$ cat config.mk
export PLATFORM = sky130hd
export DESIGN_NAME = traffic_phase_timer
export DESIGN_NICKNAME = d
export VERILOG_FILES = /design/src/rtl/traffic_phase_timer.sv
export SDC_FILE = /design/constraint.sdc
export NUM_CORES = 1
export LEC_CHECK = 0
export ABC_AREA = 1
export CAP_MARGIN = 25
export CELL_PAD_IN_SITES_DETAIL_PLACEMENT = 0
export CELL_PAD_IN_SITES_GLOBAL_PLACEMENT = 1
export CORE_MARGIN = 4
export CORE_UTILIZATION = 38
export CTS_CLUSTER_DIAMETER = 100
export DETAILED_ROUTE_END_ITERATION = 10
export PLACE_DENSITY = 0.81
export SYNTH_ARGS = -nofsm -noshare
export SYNTH_HDL_FRONTEND = slang
export SYNTH_SLANG_ARGS = --single-unit
$ cat constraint.sdc
create_clock -name clock -period 2.1 [get_ports clock]
set_input_delay 0.315 -clock clock [delete_from_list [all_inputs] [get_ports clock]]
set_output_delay 0.315 -clock clock [all_outputs]
set_load 0.02 [all_outputs]
$ cat src/rtl/traffic_phase_timer.sv
// traffic_phase_timer
// Phase sequencer for the traffic_lights FSM. Times each lamp phase, issues a
// one-cycle 'change' pulse to advance the lights, follows the lamp feedback to
// learn the new phase, shortens green on a pedestrian request and raises a
// sticky fault on illegal lamps or a missing acknowledge.
module traffic_phase_timer #(
  parameter int CNT_W        = 16,
  parameter int RED_TICKS    = 50,
  parameter int GREEN_TICKS  = 40,
  parameter int YELLOW_TICKS = 10,
  parameter int MIN_GREEN    = 15,
  parameter int ACK_TIMEOUT  = 4
) (
  input  logic             clock,
  input  logic             reset,
  input  logic             enable,
  input  logic             redin,
  input  logic             yellowin,
  input  logic             greenin,
  input  logic             ped_req,
  output logic             change,
  output logic             ped_wait,
  output logic             fault,
  output logic [CNT_W-1:0] count
);

  // Wait counter only needs to reach ACK_TIMEOUT-1.
  localparam int WT_W = (ACK_TIMEOUT < 2) ? 1 : $clog2(ACK_TIMEOUT);

  typedef enum logic [2:0] {
    S_IDLE,
    S_RUN,
    S_PULSE,
    S_WAIT,
    S_FAULT
  } state_t;

  typedef enum logic [1:0] {
    PH_RED,
    PH_YELLOW,
    PH_GREEN
  } phase_t;

  state_t          state;
  phase_t          phase;
  phase_t          lamp_phase;
  logic [WT_W-1:0] wait_cnt;
  logic [2:0]      lamps;
  logic            lamps_legal;
  logic            run_expire;
  logic            ped_set;
  logic            red_latch;

  // Last count value of a phase before it expires.
  function automatic logic [CNT_W-1:0] dur_last(input phase_t p);
    case (p)
      PH_GREEN:  dur_last = CNT_W'(GREEN_TICKS - 1);
      PH_YELLOW: dur_last = CNT_W'(YELLOW_TICKS - 1);
      default:   dur_last = CNT_W'(RED_TICKS - 1);
    endcase
  endfunction

  // Saturating increment: the counter parks at all-ones instead of wrapping.
  function automatic logic [CNT_W-1:0] sat_inc(input logic [CNT_W-1:0] v);
    if (v == {CNT_W{1'b1}})
      sat_inc = v;
    else
      sat_inc = v + CNT_W'(1);
  endfunction

  // Decode lamp feedback into legality and the phase it represents.
  always_comb begin
    lamps       = {redin, yellowin, greenin};
    lamps_legal = (lamps == 3'b100) || (lamps == 3'b010) || (lamps == 3'b001);
    lamp_phase  = PH_RED;
    if (greenin)
      lamp_phase = PH_GREEN;
    else if (yellowin)
      lamp_phase = PH_YELLOW;
  end

  // Expiry and pedestrian-latch qualifiers for the current cycle.
  always_comb begin
    run_expire = (count == dur_last(phase)) ||
                 ((phase == PH_GREEN) && ped_wait &&
                  (count >= CNT_W'(MIN_GREEN - 1)));
    ped_set    = ped_req && (phase != PH_RED);
    // A red phase gets latched either leaving IDLE or on an acknowledge in WAIT.
    red_latch  = lamps_legal && (lamp_phase == PH_RED) &&
                 (((state == S_IDLE) && enable) ||
                  ((state == S_WAIT) && (lamp_phase != phase)));
  end

  // Phase sequencer: state, latched phase, counters and all registered outputs.
  always_ff @(posedge clock) begin
    if (reset) begin
      state    <= S_IDLE;
      phase    <= PH_RED;
      wait_cnt <= '0;
      change   <= 1'b0;
      ped_wait <= 1'b0;
      fault    <= 1'b0;
      count    <= '0;
    end else begin
      // Clearing on a red latch takes priority over a new request.
      if (red_latch)
        ped_wait <= 1'b0;
      else if (ped_set)
        ped_wait <= 1'b1;

      case (state)
        S_IDLE: begin
          if (enable && lamps_legal) begin
            phase <= lamp_phase;
            count <= '0;
            state <= S_RUN;
          end
        end

        S_RUN: begin
          if (!lamps_legal) begin
            fault <= 1'b1;
            state <= S_FAULT;
          end else if (enable) begin
            if (run_expire) begin
              change <= 1'b1;
              state  <= S_PULSE;
            end else begin
              count <= sat_inc(count);
            end
          end
        end

        S_PULSE: begin
          change   <= 1'b0;
          wait_cnt <= '0;
          state    <= S_WAIT;
        end

        S_WAIT: begin
          if (!lamps_legal) begin
            fault <= 1'b1;
            state <= S_FAULT;
          end else if (lamp_phase != phase) begin
            // Any new legal phase is taken as the acknowledge.
            phase <= lamp_phase;
            count <= '0;
            state <= S_RUN;
          end else if (wait_cnt == WT_W'(ACK_TIMEOUT - 1)) begin
            fault <= 1'b1;
            state <= S_FAULT;
          end else begin
            wait_cnt <= wait_cnt + WT_W'(1);
          end
        end

        S_FAULT: begin
          fault  <= 1'b1;
          change <= 1'b0;
        end

        default: begin
          state <= S_IDLE;
        end
      endcase
    end
  end

endmodule

After elaboration in Yosys (flattened, before gate mapping)
Cells that the tools add are included.

word-level totals
  flip-flop bits (word level) = 26
  bits in latches = 0
  ROM bits = 0
  output and inout port bits = 19
  memories kept = 0
  RAM bits = 0

cells by class
  shift operators = 0
  add/subtract/negate cells = 2
  multipliers = 0
  reductions and logical operators = 28
  bitwise gates (word level) = 1
  div/mod/pow operators = 0
  eq/ne operators = 29
  magnitude comparators = 1
  multiplexer cells = 36

operator list
  operator                                              number
  2-to-1 mux 16 bit                                     7
  one-hot mux 16 bit (3 select lines)                   1
  2-to-1 mux 3 bit                                      7
  != test 2 bit, second input constant                  9
  adder 16 x 1 -> 16 bit, second input constant         1
  equality test 16 bit                                  1
  equality test 16 bit, second input constant           1
  >= comparator 16 x 4 -> 1 bit, second input constant  1
  AND reduction 4 bit                                   4
  one-hot mux 3 bit (5 select lines)                    1
  2-to-1 mux 2 bit                                      7
  one-hot mux 6 bit (2 select lines)                    1
  equality test 3 x 2 -> 1 bit, second input constant   3
  != test 3 bit, second input constant                  3
  logical AND 1 bit                                     8
  2-to-1 mux 1 bit                                      8
  one-hot mux 2 bit (2 select lines)                    2
  AND reduction 8 bit                                   1
  nonzero test 2 bit                                    4
  equality test 3 x 1 -> 1 bit, second input constant   2
  equality test 3 bit, second input constant            2
  nonzero test 3 bit                                    2
  AND reduction 5 bit                                   1
  equality test 2 bit, second input constant            2
  13 further kinds                                      18

Logic depth before layout (Yosys ltp)
Gate-level depths: netlist of run 1.

  depth after elaboration = 8
  gate-level depth with buffers = 14
  gate-level depth less buffers = 14

Least setup slack after synthesis of run 1
Ideal clock, no wire load.

  path type = register -> register
  start point = reg count[1]
  end point = reg count[1]
  path slack = 0.302 ns
  period minus slack after synthesis = 1.798 ns
  path buffers = 1
  cell stages (with the launch flop) = 10
  arrival time = 1.683 ns
  data required time = 1.984 ns
  setup time = 0.116 ns
  cell sequence = dfxtp_1 ha_1 nand3_2 nor2_4 nand4_1 nand3_2 nand2_4 buf_4 a21oi_1 nor2_1

on the way
  cells in the longest elaborated chain, start to end = 6
  elaborated cells between the ends (all ways) = 14
  classes of those cells = 1 x add/sub; 1 x order compare; 4 x eq/ne; 5 x mux; 3 x reduce/logical

RTL lines
  what                                 line  text
  start: declaration                   24    output logic [CNT_W-1:0] count
  start signal: assignment             129   count <= sat_inc(count);
  adder 16 x 1 -> 16 bit               68    sat_inc = v + CNT_W'(1);
  2-to-1 mux 16 bit                    65    if (v == {CNT_W{1'b1}})
  2-to-1 mux 16 bit                    125   if (run_expire) begin
  2-to-1 mux 16 bit                    124   end else if (enable) begin
  2-to-1 mux 16 bit                    121   if (!lamps_legal) begin
  one-hot mux 16 bit (3 select lines)  111   case (state)

Several ways; a longest one is shown, not always the timed one. The select of a mux whose other input is x is not followed.
A chain may end at the register's enable or synchronous reset.

Final worst setup path of run 1
  start point = reg phase[0]
  end point = reg count[7]

on the way
  cells in the longest elaborated chain, start to end = 6
  elaborated cells between the ends (all ways) = 11
  classes of those cells = 6 x eq/ne; 1 x mux; 4 x reduce/logical

RTL lines
  what                                                                     line    text
  start: declaration                                                       45      phase_t phase;
  start signal: assignment                                                 114     phase <= lamp_phase;
  start signal: assignment                                                 146     phase <= lamp_phase;
  equality test 2 x 1 -> 1 bit or equality test 2 bit (tied branches)      56, 85
  one-hot mux 6 bit (2 select lines) or logical AND 1 bit (tied branches)  56, 85
  equality test 16 bit or logical AND 1 bit (tied branches)                84, 85
  logical OR 1 bit                                                         84      run_expire = (count == dur_last(phase)) ||
  != test 2 bit (no line)                                                  --
  AND reduction 8 bit (no line) (*)                                        --

Every way passes the cells marked *; elsewhere a longest branch is shown, timed or not.

==> results of run 1 <==
per-layer routing:
metal / up-vias / track usage / wire length (microns)
met3: 2 / 0.02803 / 209
li1: 1091 / - / -
met4: 0 / 0.03041 / 28
met2: 37 / 0.2392 / 1967
met1: 862 / 0.2736 / 2874
met5: - / 0 / 0
worst max-delay path, stage by stage, from the launching register on:
cell	delay (ps)
dfxtp_1	370
inv_1	110
ha_1	340
inv_1	60
nand2_1	40
nand2_1	70
nand2_1	50
nor2_1	90
nand2_1	90
nand3_2	90
nand2_4	160
nand2_8	160
nand2_1	60
a21oi_1	130
final timing paths:
path / endpoint / cells after the start / from / slack (ps)
setup / recovery: count[7] / 13 / phase[0] / 190
hold / removal: fault / 2 / fault / 470
setup reg to reg: count[7] / 13 / phase[0] / 190
hold reg to reg: fault / 2 / fault / 470
synth_stat cells (2+ instances only):
master / number
nand2_1: 89
nor2_1: 56
nand3_1: 41
inv_1: 37
dfxtp_1: 26
a21oi_1: 16
a21oi_2: 9
xor2_1: 8
ha_1: 7
o21ai_0: 5
inv_2: 4
buf_2: 3
buf_6: 3
clkbuf_1: 3
nand3_2: 3
nand4_1: 3
nor3_1: 3
nand2_4: 2
nor2_4: 2
logic make-up after synthesis:
| family | count (synthesis) |
|---|---|
| DFF | 26 |
| adders and majority gates | 7 |
| buffers and inverters | 51 |
| xor gates and xnor gates | 9 |
| and+or+nand+nor | 202 |
| AOI/OAI and AO/OA | 31 |
per-stage QoR:
stage | util | instances | TNS [ps]
6_report | 0.4967 | 425 | 0
3_3_place_gp | 0.4797 | 421 | 0
4_1_cts | 0.4944 | 425 | 0
3_5_place_dp | 0.4797 | 421 | -5.623
2_1_floorplan | - | 326 | 0
5_1_grt | 0.4967 | 425 | 0
state kept, by name (all words and copies together), names as in the netlist:
name,count
wait_cnt,2
change,1
count,16
phase,2
ped_wait,1
state,3
fault,1
report_power, final:
group,leakage [nW],total [mW],switching [mW],internal [mW]
Clock,0.0357,0.428,0.173,0.255
Sequential,0.211,0.667,0.0878,0.579
Combinational,0.746,1.30,0.809,0.492
placed cells by master, fill, tap and decap left out, types with 4 or more instances in the layout:
| master | count |
|---|---|
| o21ai_0 | 5 |
| nand3_1 | 41 |
| a21oi_1 | 16 |
| inv_2 | 4 |
| nand2_1 | 89 |
| buf_4 | 13 |
| inv_1 | 37 |
| dfxtp_1 | 26 |
| clkdlybuf4s50_1 | 25 |
| nor2_1 | 56 |
| xor2_1 | 8 |
| a21oi_2 | 9 |
| ha_1 | 6 |
cell type report:
type / instances / area (sq um) / share of cell area
Clock buffer: 3 / 41.29 / 0.01704
Clock inverter: 1 / 30.03 / 0.01239
Inverter: 41 / 153.9 / 0.06350
Multi-Input combinational cell: 249 / 1246 / 0.5142
Sequential cell: 26 / 520.5 / 0.2148
Tap cell: 67 / 83.83 / 0.03459
Timing Repair Buffer: 38 / 347.8 / 0.1435
==> flow_metrics.py, run 1 <==
metrics = {
    "outcome": {
        "outcome": "complete, no violations",
    },
    "power_and_ir_drop": {
        "p_leak_nw": 0.9923,
        "power_mw": 2.397,
        "ir_drop_mv": 0.7463,
        "p_per_area_mw_per_mm2": 988.9,
    },
    "placed_design": {
        "dp_slack_ps": -5.623,
        "dp_hpwl_mm": 3.864,
        "placed_area_sq_mm": 0.002341,
        "port_buffers": 25,
        "gp_congestion": 0.8759,
    },
    "synthesis": {
        "synth_cell_types": 25,
        "synth_top_family_by_area": "simple AND/OR/NAND/NOR gates",
        "synth_area_leaders": "dfxtp_1, nand2_1, nor2_1",
        "synth-seq-area-share": 0.2633,
        "netlist.area_leader.share": 0.2633,
        "synth_compound_area_frac": 0.09620,
        "synth-seq-cells": 26,
        "syn_nets": 340,
        "synth_warnings": 0,
        "yosysTopAreaCell": "dfxtp_1",
        "netlist_instances": 326,
        "synth_flop_cell": "dfxtp_1",
        "synthSimpleGateAreaFrac": 0.4443,
        "synth_mux_area_frac": 0,
        "synthXorXnorAreaFrac": 0.03987,
        "synthAdderAreaFrac": 0.04430,
        "avgSynthCellArea_sq_um": 6.064,
        "synth-async-reset-ratio": 0,
        "synth_edf_count": 0,
        "syn-cell-area_sq_mm": 0.001977,
    },
    "global_route": {
        "first_global_vias": 1836,
        "grt_start_max_net_pins": 20,
        "grt_pass1_wl_mm": 8.845,
        "track_usage": 0.1717,
        "grt_overflow": 0,
        "antenna_found_initial": 0,
    },
    "layout": {
        "drive_gt1_frac": 0.1089,
        "antenna_cells": 0,
        "fin_nets": 373,
        "syn_to_final_growth_pct": 22.59,
        "fillCellCount": 534,
        "fin_area_sq_mm": 0.002424,
    },
    "clocking": {
        "cts_buffers": 3,
        "clockBufferDepth": 2,
        "postCtsSetupBuffers": 0,
        "clock_latency_ps": 280,
        "hold_buffers": 0,
        "h-tree-depth": 1,
        "clock-sinks": 26,
        "post_cts_resized": 0,
        "cts_root_buf": "clkbuf_8",
        "cts_tree": "built",
        "path_clk_slew_ps": 100,
    },
    "timing": {
        "hold_violations": 0,
        "finClkSkew_ps": 7.132,
        "whs_ps": 468.1,
        "rsz0062_at_grt": "no",
        "worst_slew_pin_slew_ps": 321.2,
        "min_period_ps": 1909,
        "fmax_ghz": 0.5238,
        "finalCritPeriodShare": 0.9091,
        "setup_viol": 0,
        "final.setup.worst_slack_ps": 190.9,
        "final_max_slew_viol_count": 0,
        "slew_headroom": 0.7852,
    },
    "detailed_routing": {
        "avgViaCountPerCell": 4.687,
        "route.detailed.drc": 0,
        "initialDrtViolationCount": 120,
        "wire_per_inst_microns": 11.95,
        "ant_nets": 0,
        "via_count": 1992,
        "wl_mm": 5.080,
        "first_pass_iters": 4,
    },
    "floorplan": {
        "start_util": 0.4051,
        "die_area_sq_mm": 0.006420,
        "dieWidth_microns": 80.13,
        "ios": 26,
        "core_sq_mm": 0.004880,
        "die_h_microns": 80.13,
        "rows": 25,
    },
    "setup_path": {
        "cp.arrival_ps": 2120,
        "critical_path_class": "reg2reg",
        "end_kind": "flop",
        "worst_ep_required_time_ps": 2310,
        "cp-start-kind": "flop",
        "cp_max_fo": 19,
    },
    "worst_hold_path": {
        "min_path_type": "reg2reg",
    },
    "run": {
        "drv_cap": 0,
    },
}
Power figures use the tool's default switching activity.
==> inputs of run 2 (changes only) <==
--- a/config.mk
+++ b/config.mk
@@ -7,13 +7,13 @@
 export LEC_CHECK = 0
 export ABC_AREA = 1
 export CAP_MARGIN = 25
-export CELL_PAD_IN_SITES_DETAIL_PLACEMENT = 0
-export CELL_PAD_IN_SITES_GLOBAL_PLACEMENT = 1
+export CELL_PAD_IN_SITES_DETAIL_PLACEMENT = 2
+export CELL_PAD_IN_SITES_GLOBAL_PLACEMENT = 2
 export CORE_MARGIN = 4
-export CORE_UTILIZATION = 38
+export CORE_UTILIZATION = 31
 export CTS_CLUSTER_DIAMETER = 100
 export DETAILED_ROUTE_END_ITERATION = 10
-export PLACE_DENSITY = 0.81
+export PLACE_DENSITY = 0.85
 export SYNTH_ARGS = -nofsm -noshare
 export SYNTH_HDL_FRONTEND = slang
 export SYNTH_SLANG_ARGS = --single-unit
==> constraint.sdc (replaced) <==
create_clock -name clock -period 2.4 [get_ports clock]
set_input_delay 0.36 -clock clock [delete_from_list [all_inputs] [get_ports clock]]
set_output_delay 0.36 -clock clock [all_outputs]
set_load 0.02 [all_outputs]
==> run 2 against run 1 <==
Net effect:
- clock power is 26% lower
- clock skew rose by 1.0 ps
- register-to-register slack improved by 90 ps
- first-iteration DRC count shrank 42%
- global-route usage rose by 3.6 points
- core utilization down 11 points
- via count increased by 9.8%
- worst setup slack better by 91 ps
- critical path depth unchanged
- sequential share of layout area rose by 0.64 points
- cell count is 0.24% higher
- critical path type unchanged
- largest cell class unchanged
- highest routed layer unchanged
==> flow_metrics.py, run 2 (synthesis gave the netlist of run 1 again) <==
metrics = {
    "outcome": {
        "outcome": "complete, no violations",
    },
    "timing": {
        "tns_ps": 0,
        "hold_violations": 0,
        "whs_ps": 463.3,
        "min_period_ps": 2119,
        "finalCritPeriodShare": 0.8827,
        "worst_slew_pin_slew_ps": 350.8,
        "final.setup.worst_slack_ps": 281.4,
        "setup_viol": 0,
        "finClkSkew_ps": 8.130,
        "fmax_ghz": 0.4720,
        "slew_headroom": 0.7658,
        "rsz0062_at_grt": "no",
        "final_max_slew_viol_count": 0,
    },
    "layout": {
        "antenna_cells": 0,
        "largestRegisters": "count (16), state (3)",
        "fin_area_sq_mm": 0.002354,
        "largest_reg_flops": 16,
        "drive_gt1_frac": 0.08832,
        "layout_commonest_cell": "nand2_1",
        "regMostFlops": "count",
        "mostFrequentLayoutCells": "nand2_1, nor2_1, nand3_1",
        "stdcell_count": 426,
        "fin_nets": 366,
        "syn_to_final_growth_pct": 19.05,
        "final_core_util": 0.3883,
    },
    "floorplan": {
        "core_sq_mm": 0.006061,
        "dieWidth_microns": 87.86,
        "ios": 26,
        "die_area_sq_mm": 0.007719,
        "rows": 28,
        "die_h_microns": 87.86,
        "start_util": 0.3262,
    },
    "clocking": {
        "cts_tree": "built",
        "clockBufferDepth": 2,
        "postCtsSetupBuffers": 0,
        "post_cts_resized": 0,
        "cts_buffers": 3,
        "hold_buffers": 0,
        "clock-sinks": 26,
        "cts_root_buf": "clkbuf_8",
        "clock_latency_ps": 290,
        "path_clk_slew_ps": 110,
        "h-tree-depth": 1,
    },
    "detailed_routing": {
        "dr_wl_met3_microns": 143,
        "wl_mm": 7.226,
        "via_count": 2188,
        "ant_nets": 0,
        "initialDrtViolationCount": 70,
        "met1Wirelength_mm": 3.577,
        "top_layer": "met4",
        "first_pass_iters": 4,
        "route.detailed.drc": 0,
        "route.met2.wl_mm": 3.426,
        "avgViaCountPerCell": 5.136,
        "wire_per_inst_microns": 16.96,
    },
    "global_route": {
        "track_usage": 0.2077,
        "grt_overflow": 0,
        "grt_start_max_net_pins": 20,
        "grt_pass1_wl_mm": 12.58,
        "first_global_vias": 2424,
        "antenna_found_initial": 0,
    },
    "placed_design": {
        "dp.cells": 422,
        "dp_slack_ps": 134.1,
        "dp_hpwl_mm": 5.318,
        "placed_area_sq_mm": 0.002298,
        "gp_congestion": 0.7761,
        "port_buffers": 25,
    },
    "worst_hold_path": {
        "min_path_type": "reg2reg",
        "worstHoldEndpoint": "fault",
        "worstHoldPathCells": 2,
        "worstHoldStart": "fault",
    },
    "power_and_ir_drop": {
        "p_per_area_mw_per_mm2": 901.4,
        "clkPwrFrac": 0.148,
        "ir_drop_mv": 0.4449,
        "swShare": 0.5024,
        "power_mw": 2.121,
        "pwr-share-seq": 0.279,
        "p_leak_nw": 0.9514,
        "internal_power_mw": 1.056,
        "power_switching_mw": 1.066,
        "comb_power_share": 0.573,
    },
    "setup_path": {
        "worst_ep_required_time_ps": 2620,
        "cp-start-kind": "flop",
        "r2r_setup_slack_ps": 280,
        "cp.arrival_ps": 2340,
        "r2r_end": "count[8]",
        "cp_max_fo": 19,
        "critical_path_class": "reg2reg",
        "rr_worst_depth": 13,
        "end_kind": "flop",
        "r2r_start": "phase[1]",
    },
    "run": {
        "drv_cap": 0,
    },
}
==> run 2: cell types whose count changed in the layout (fill, tap and decap cells not counted), sizes merged <==
cell    previous run  this run
clkbuf             3         4
buf               13         6
bufinv             1         0
==> run 2: how the worst max path moves through the flow <==
stage                  start        end  slack, ps  cells after the start
floorplan           count[1]   count[1]        600                      9
global placement     greenin   count[9]        260                     11
detailed placement   greenin   count[1]        130                     12
CTS                 count[0]   count[8]        280                      9
global route        phase[1]  count[13]         50                     13
finish              phase[1]   count[8]        280                     13
==> run 2: worst max-delay path, cell delays in order, from the launching register on <==
cell and delay (ps):
dfxtp_1 450, inv_1 130, ha_1 350, inv_1 70
nand2_1 50, nand2_1 80, nand2_1 50, nor2_1 100
nand2_1 80, nand3_2 80, nand2_4 160, nand2_4 220
nand2_1 100, a21oi_2 120
==> run 2: power groups by stage <==
stage / registers [mW] / logic, mW / clock network [mW]
floorplan: 0.618 / 0.800 / 0
global placement: 0.596 / 1.14 / 0
detailed placement: 0.599 / 1.19 / 0
CTS: 0.590 / 1.22 / 0.323
global route: 0.606 / 1.38 / 0.347
finish: 0.591 / 1.22 / 0.315
==> run 2: metal layers <==
| layer | vias to the layer above | GRT usage |
|---|---|---|
| met4 | 0 | 0.04463 |
| met5 | - | 0 |
| met3 | 7 | 0.01976 |
| met2 | 28 | 0.3500 |
| li1 | 1075 | - |
| met1 | 1078 | 0.2871 |
==> run 2: area by class of cell <==
class                   count  area, sq um
well taps                  75        93.84
inverters                  41        153.9
fillers                   778         3707
repair buffers             31        295.3
flip-flops and latches     26        520.5
multi-input cells         249         1235
clock buffers               4        55.05
